$ cat config.mk
export PLATFORM = sky130hd
export DESIGN_NAME = sum_accumulator
export DESIGN_NICKNAME = d
export VERILOG_FILES = /design/src/rtl/sum_acc_pkg.sv /design/src/rtl/acc_sat_add.sv /design/src/rtl/sum_accumulator.sv
export SDC_FILE = /design/constraint.sdc
export NUM_CORES = 1
export LEC_CHECK = 0
export ABC_AREA = 1
export BUFFER_PORTS_ARGS = -buffer_cell sky130_fd_sc_hd__buf_2
export CORE_ASPECT_RATIO = 0.8
export CORE_UTILIZATION = 55
export CTS_BUF_LIST = sky130_fd_sc_hd__clkbuf_16
export CTS_CLUSTER_DIAMETER = 100
export DETAILED_ROUTE_END_ITERATION = 16
export GPL_ROUTABILITY_DRIVEN = 0
export HOLD_SLACK_MARGIN = 0.12
export PLACE_DENSITY = 0.9
export SLEW_MARGIN = 20
export SYNTH_ARGS = -nofsm -noshare
export SYNTH_HDL_FRONTEND = slang
export SYNTH_SLANG_ARGS = --single-unit
$ cat constraint.sdc
create_clock -name CLK -period 5.5 [get_ports CLK]
set_clock_uncertainty 0.2 [all_clocks]
set_input_delay 1.1 -clock CLK [delete_from_list [all_inputs] [get_ports CLK]]
set_output_delay 1.1 -clock CLK [all_outputs]
set_load 0.02 [all_outputs]
$ cat src/rtl/sum_acc_pkg.sv
// Shared types and constants for the sum accumulator.
package sum_acc_pkg;

    localparam int LEN_W = 8;

    typedef enum logic [1:0] {
        IDLE = 2'd0,
        RUN  = 2'd1,
        FIN  = 2'd2
    } state_t;

endpackage : sum_acc_pkg

$ cat src/rtl/acc_sat_add.sv
// Combinational ACC_W-bit accumulate step: acc + zero-extended 8-bit sample.
// carry_o always reports the true carry out of the top bit.
// Build option: define SUM_ACC_SAT_EN to clamp an overflowing result to all
// ones; otherwise the result wraps modulo 2^ACC_W.
module acc_sat_add
    import sum_acc_pkg::*;
#(
    parameter int ACC_W = 16
) (
    input  logic [ACC_W-1:0] acc_i,
    input  logic [LEN_W-1:0] sample_i,
    output logic [ACC_W-1:0] sum_o,
    output logic             carry_o
);

    logic [ACC_W:0] raw;

    // Widen by one bit so the carry falls out of the adder directly.
    always_comb begin
        raw     = {1'b0, acc_i} + {{(ACC_W + 1 - LEN_W){1'b0}}, sample_i};
        carry_o = raw[ACC_W];
`ifdef SUM_ACC_SAT_EN
        sum_o   = raw[ACC_W] ? {ACC_W{1'b1}} : raw[ACC_W-1:0];
`else
        sum_o   = raw[ACC_W-1:0];
`endif
    end

endmodule : acc_sat_add

$ cat src/rtl/sum_accumulator.sv
// Burst accumulator: after START it accepts LEN samples over a valid/ready
// handshake, sums them into ACC_OUT, flags overflow and pulses DONE.
// Build option: SUM_ACC_SAT_EN selects saturating accumulation (see acc_sat_add).
//
//   state | meaning
//   IDLE  | waiting for START; results of the last burst held
//   RUN   | accepting samples, SUM_READY=1, BUSY=1
//   FIN   | single-cycle DONE pulse, then back to IDLE
module sum_accumulator
    import sum_acc_pkg::*;
#(
    parameter int ACC_W = 16
) (
    input  logic             CLK,
    input  logic             RST_N,
    input  logic             START,
    input  logic [LEN_W-1:0] LEN,
    input  logic [7:0]       SUM_IN,
    input  logic             SUM_VALID,
    output logic             SUM_READY,
    output logic [ACC_W-1:0] ACC_OUT,
    output logic [LEN_W-1:0] CNT,
    output logic             BUSY,
    output logic             DONE,
    output logic             OVF
);

    state_t           state_q, state_d;
    logic [LEN_W-1:0] len_q, len_d;
    logic [ACC_W-1:0] acc_q, acc_d;
    logic [LEN_W-1:0] cnt_q, cnt_d;
    logic             ovf_q, ovf_d;

    logic [ACC_W-1:0] add_sum;
    logic             add_carry;
    logic             xfer;

    acc_sat_add #(
        .ACC_W(ACC_W)
    ) u_add (
        .acc_i    (acc_q),
        .sample_i (SUM_IN),
        .sum_o    (add_sum),
        .carry_o  (add_carry)
    );

    // Handshake only completes in RUN; READY is a pure state decode.
    assign xfer = SUM_VALID && (state_q == RUN);

    // Synchronous reset has priority over any transfer or START.
    always_ff @(posedge CLK) begin
        if (!RST_N) begin
            state_q <= IDLE;
            len_q   <= '0;
            acc_q   <= '0;
            cnt_q   <= '0;
            ovf_q   <= 1'b0;
        end else begin
            state_q <= state_d;
            len_q   <= len_d;
            acc_q   <= acc_d;
            cnt_q   <= cnt_d;
            ovf_q   <= ovf_d;
        end
    end

    // Next-state logic; results hold by default so they persist past FIN.
    always_comb begin
        state_d = state_q;
        len_d   = len_q;
        acc_d   = acc_q;
        cnt_d   = cnt_q;
        ovf_d   = ovf_q;
        case (state_q)
            IDLE: begin
                if (START) begin
                    len_d   = LEN;
                    acc_d   = '0;
                    cnt_d   = '0;
                    ovf_d   = 1'b0;
                    state_d = (LEN != '0) ? RUN : FIN;
                end
            end
            RUN: begin
                if (xfer) begin
                    acc_d = add_sum;
                    cnt_d = cnt_q + 8'd1;
                    if (add_carry) begin
                        ovf_d = 1'b1;
                    end
                    if (cnt_q == len_q - 8'd1) begin
                        state_d = FIN;
                    end
                end
            end
            FIN: begin
                state_d = IDLE;
            end
            default: begin
                state_d = IDLE;
            end
        endcase
    end

    // Moore outputs decoded from registered state.
    always_comb begin
        SUM_READY = (state_q == RUN);
        BUSY      = (state_q == RUN);
        DONE      = (state_q == FIN);
        ACC_OUT   = acc_q;
        CNT       = cnt_q;
        OVF       = ovf_q;
    end

endmodule : sum_accumulator

# Word-level counts from Yosys, hierarchy flattened
# Index checks and enable logic that the tools add are counted.
# W data, S select, Z words.
[word_totals]
reg_bits = 35
inputBits = 20
out_inout_bits = 28
elab_cells = 38
[classes]
add_sub_neg = 3
n_eq_ne = 7
n_mux = 15
reduce_logical = 8
[ops]
columns = ["cell", "n"]
rows = [
  ["$mux W16", 2],
  ["$pmux W16 S2", 1],
  ["$add A16 B8 Y17", 1],
  ["$mux W8", 2],
  ["$pmux W8 S2", 1],
  ["$add A8 B1 Y8 const B", 1],
  ["$eq A8 B8 Y1", 1],
  ["$mux W2", 4],
  ["$reduce_bool A8 Y1", 1],
  ["$sub A8 B1 Y8 const B", 1],
  ["$ne A2 B1 Y1 const B", 3],
  ["$reduce_and A3 Y1", 2],
  ["$pmux W2 S2", 1],
  ["$reduce_and A4 Y1", 1],
  ["$mux W1", 3],
  ["$eq A2 B1 Y1 const B", 1],
  ["$eq A2 B2 Y1 const B", 1],
  ["$logic_not A2 Y1", 1],
  ["$ne A2 B2 Y1 const B", 1],
  ["$pmux W1 S2", 1],
  ["$reduce_and A2 Y1", 1],
  ["$reduce_bool A2 Y1", 1],
  ["$logic_and A1 B1 Y1", 1],
]

# Longest topological paths before layout
[logic_depth]
word_depth = 5
depth_mapped = 12
depth_no_buf = 12

# Modules after synthesis
# From an unflattened synthesis, not the netlist that was laid out.
[hier_totals]
hier_cells = 376
area_unflattened_um2 = 2366.0
[modules_own_cells]
columns = ["module", "instances", "cells_per_inst", "area_each_um2", "seq_area_each_um2"]
rows = [
  ["sum_accumulator", 1, 250, 1704.1, 700.7],
  ["acc_sat_add", 1, 126, 661.9, 0.0],
]

# Worst setup path before layout
# OpenSTA, ideal clock, no wires.
[synth_timing]
path_kind = "input to register"
start = "input SUM_IN[0]"
end = "register acc_q[14] (netlist: ACC_OUT[14])"
setup_ns = 0.111
t_arrival_ns = 2.456
required_ns = 5.189
path_slack_ns = 2.733
path_stages = 11
path_buffers = 0
path_cell_list = "ha_1 > fa_1 > nand3_1 > nand2_1 > nand2_1 > nand3b_4 > nand2_4 > nor2_2 > or2_1 > inv_1 > nor2_1"
[synth_via]
elab_chain_len = 3
[synth_lines]
columns = ["item", "line_no", "text"]
rows = [
  ["from (decl)", "sum_accumulator.sv:18", "input logic [7:0] SUM_IN,"],
  ["$add A16 B8 Y17", "acc_sat_add.sv:20", "raw = {1'b0, acc_i} + {{(ACC_W + 1 - LEN_W){1'b0}}, sample_i};"],
  ["$mux W16", "sum_accumulator.sv:85", "if (xfer) begin"],
  ["$pmux W16 S2", "sum_accumulator.sv:74", "case (state_q)"],
  ["to (signal assigned)", "sum_accumulator.sv:55", "acc_q <= '0;"],
  ["to (signal assigned)", "sum_accumulator.sv:61", "acc_q <= acc_d;"],
  ["to (decl)", "sum_accumulator.sv:30", "logic [ACC_W-1:0] acc_q, acc_d;"],
]
# Every way passes these cells. The select of a mux whose other input is x is not followed.
# A chain may end at the register's enable or synchronous reset.

# Worst setup path after layout
# Ends and elaborated chain as after synthesis.

==> flow_summary.toml <==
[worst_setup_path]
crit_fanout = 4
reg2regPathDepth = 11
cpPeakStageDelay_ps = 420
r2r-end = "ACC_OUT[14]"
cp_common_cell = "nand2_1"
reg2reg_from = "ACC_OUT[0]"
end_kind = "flop"
crit_chain = "buf_2 > ha_1 > fa_1 > nand3_1 > nand2_1 > nand2_1 > nand3b_4 > nand2_4 > nor2_2 > or2_1 > inv_1 > nor2_1"
cp_data_required_time_ps = 5480
critPathLaunchType = "input port"
critPathSlowestCell = "fa_1"
worstPathArrival_ps = 2700
crit_type = "in2reg"
rrSetupSlack_ps = 3390

[placed_design]
placed_area_sq_um = 2510
dp_hpwl_mm = 4.06
numPortBuffers = 47

[timing]
fmax_ghz = 0.368
rsz0062_at_grt = "false"
tns_ps = 0
post-route-period-util_pct = 49.4
layout_min_cycle_time_ps = 2720
hold_violations = 0
tightest_slew_ps = 536
relSlewSlack_pct = 63.9
setup_viol = 0
hold-worst-slack_ps = 287
maxSlewViolCount = 0

[hold_path]
hold_end = "ACC_OUT[6]"
hold_start = "ACC_OUT[6]"
min_path_type = "reg2reg"
hold_depth = 2

[grt]
grt_max_degree = 16
gr-usage-all-layers_pct = 27.5
grt_overflow_total = 0
grt_pass1_wl_mm = 8.94
antenna_found_initial = 0
grt_pass1_vias = 2015

[floorplanning]
dieArea_sq_um = 4340
start_util_pct = 58.2
rows = 20
die_x_um = 73.4
ios = 48
coreArea_sq_um = 3850
fp.dieH_um = 59.1

[finish]
nets = 423
final_core_util_pct = 69.4
area_delta_synth_final_pct = 19.1
insertedDiodeCount = 0
layout-drive-gt1-share_pct = 18.8
design_area_sq_um = 2670

[clock_network]
cts.path.max_buffers = 2
cts_sinks = 35
cts_resized = 0
cts-root-buf = "clkbuf_16"
clk_pin_slew_worst_paths_ps = 50
post_cts_buffers = 0
postCtsHoldBufs = 0
htree_levels = 2
cts_tree = "done"
clock_latency_ps = 280
cts_buffers = 5

[power_and_ir_drop]
power.leakage_uw = 0.00129
cellPowerDensity_nw_per_um2 = 298
irDropWorstVdd_mv = 0.146

[logic_synthesis]
synth_enable_flop_cells = 0
synth_cell_types = 34
ys_async_sr_fraction_pct = 0
synth_top_area_cell = "dfxtp_1"
synth_fp_nets = 375
ys_top_cells_by_area = "dfxtp_1, nand2_1, a21oi_1"
synth-seq-area-share_pct = 31.2
yosysTopAreaCellShare_pct = 31.2
syn_area_sq_um = 2240
synth_warnings = 0
avgSynthCellArea_sq_um = 6.52
ys_ff_latch = 35
synth_flop_cell = "dfxtp_1"
synthCells = 344

[detailed_routing]
vias_per_cell = 5.36
avgRoutedWirePerCell_um = 12.5
ant_nets = 0
firstDrtPassIters = 5
wl_mm = 5.59
vias = 2403
drc = 0
first_iter_violations = 229

[outcome]
status = "complete, no violations"

[flow_run]
drv_cap = 0
cell usage after synthesis (2+ instances only):
cell       n
nand3_1   26
buf_4      2
ha_1      10
nand2_2    2
o21ai_0   18
inv_1     41
nand4_1    5
nor3_2     2
clkbuf_1   2
inv_2      4
nand2_1   93
a21oi_1   39
nor4_1     3
nor2_1    33
nand3b_1   2
nor3_1     3
nor2_8     2
xor2_1     2
dfxtp_1   35
nor2_2     6
layout by cell type (no fill, tap or decap), types with 2 or more instances in the layout:
master and n:
clkinv_1 2, nor2_8 2, ha_1 10, nor3_1 3
inv_2 4, inv_1 41, nor2_2 6, nand4_1 5
dfxtp_1 35, nand2_1 93, nor2_1 33, nand3_1 26
nand2_2 2, xor2_1 2, nor4_1 3, clkbuf_16 5
o21ai_0 18, buf_2 47, nand3b_1 2, a21oi_1 39
nor3_2 2
state kept, by name (all words and copies together) (netlist names):
signal / flops
ACC_OUT: 16
CNT: 8
OVF: 1
len_q: 8
state_q: 2
kinds of logic (layout without fill, tap and decap cells):
logic type | after synthesis | after routing | share of synthesized area [%]
flip-flops | 35 | 35 | 31.2
adder cells (fa/ha/maj) | 11 | 11 | 6.47
AND/OR/NAND/NOR | 181 | 181 | 37.5
AO/OA/AOI/OAI | 61 | 61 | 13.9
XOR/XNOR | 3 | 3 | 1.17
buffers and inverters | 53 | 102 | 9.70
worst max-delay path: cells and delay by family:
kind | cells | cell delay (ps)
AND/OR/NAND/NOR | 8 | 790
adder cells (fa/ha/maj) | 2 | 650
buffers and inverters | 2 | 150
through the flow:
step | std cells | total power [uW] | setup WS, ps
2_1_floorplan | 344 | 438 | 2730
3_3_place_gp | 440 | 473 | 2560
3_5_place_dp | 440 | 478 | 2500
4_1_cts | 448 | 796 | 2800
5_1_grt | 448 | 836 | 2660
6_report | 448 | 797 | 2780
where the power goes:
group	internal (uW)	switching, uW	leakage, uW	total, uW
combinational	63.6	133	0.000920	197
clock	211	106	0.0000812	317
sequential	268	14.1	0.000285	283
total	543	253	0.00129	797
area by class of cell:
cell class                 instances  area (sq um)
multi-input combinational        256          1330
fill                             337          1180
sequential                        35           701
timing repair buffer              47           235
inverter                          47           179
clock buffer                       5           125
tap                               55          68.8
clock inverter                     3          38.8
layer usage:
metal | routed length, um | GRT usage (%)
met3 | 389 | 5.27
met4 | 113 | 12.1
met2 | 2400 | 40.3
met1 | 2690 | 39.3
met5 | 0 | 0
how the worst max path moves through the flow:
stage / startpoint / end / slack [ps] / cells after the start
final: SUM_IN[0] / ACC_OUT[14] / 2780 / 12
after detailed placement: SUM_IN[0] / ACC_OUT[14] / 2500 / 12
after global routing: SUM_IN[0] / ACC_OUT[14] / 2660 / 12
after global placement: SUM_IN[0] / ACC_OUT[14] / 2560 / 12
after CTS: SUM_IN[0] / ACC_OUT[14] / 2800 / 12
after floorplan: SUM_IN[0] / ACC_OUT[14] / 2730 / 11
Note: power is estimated with default switching activity, not from simulation.
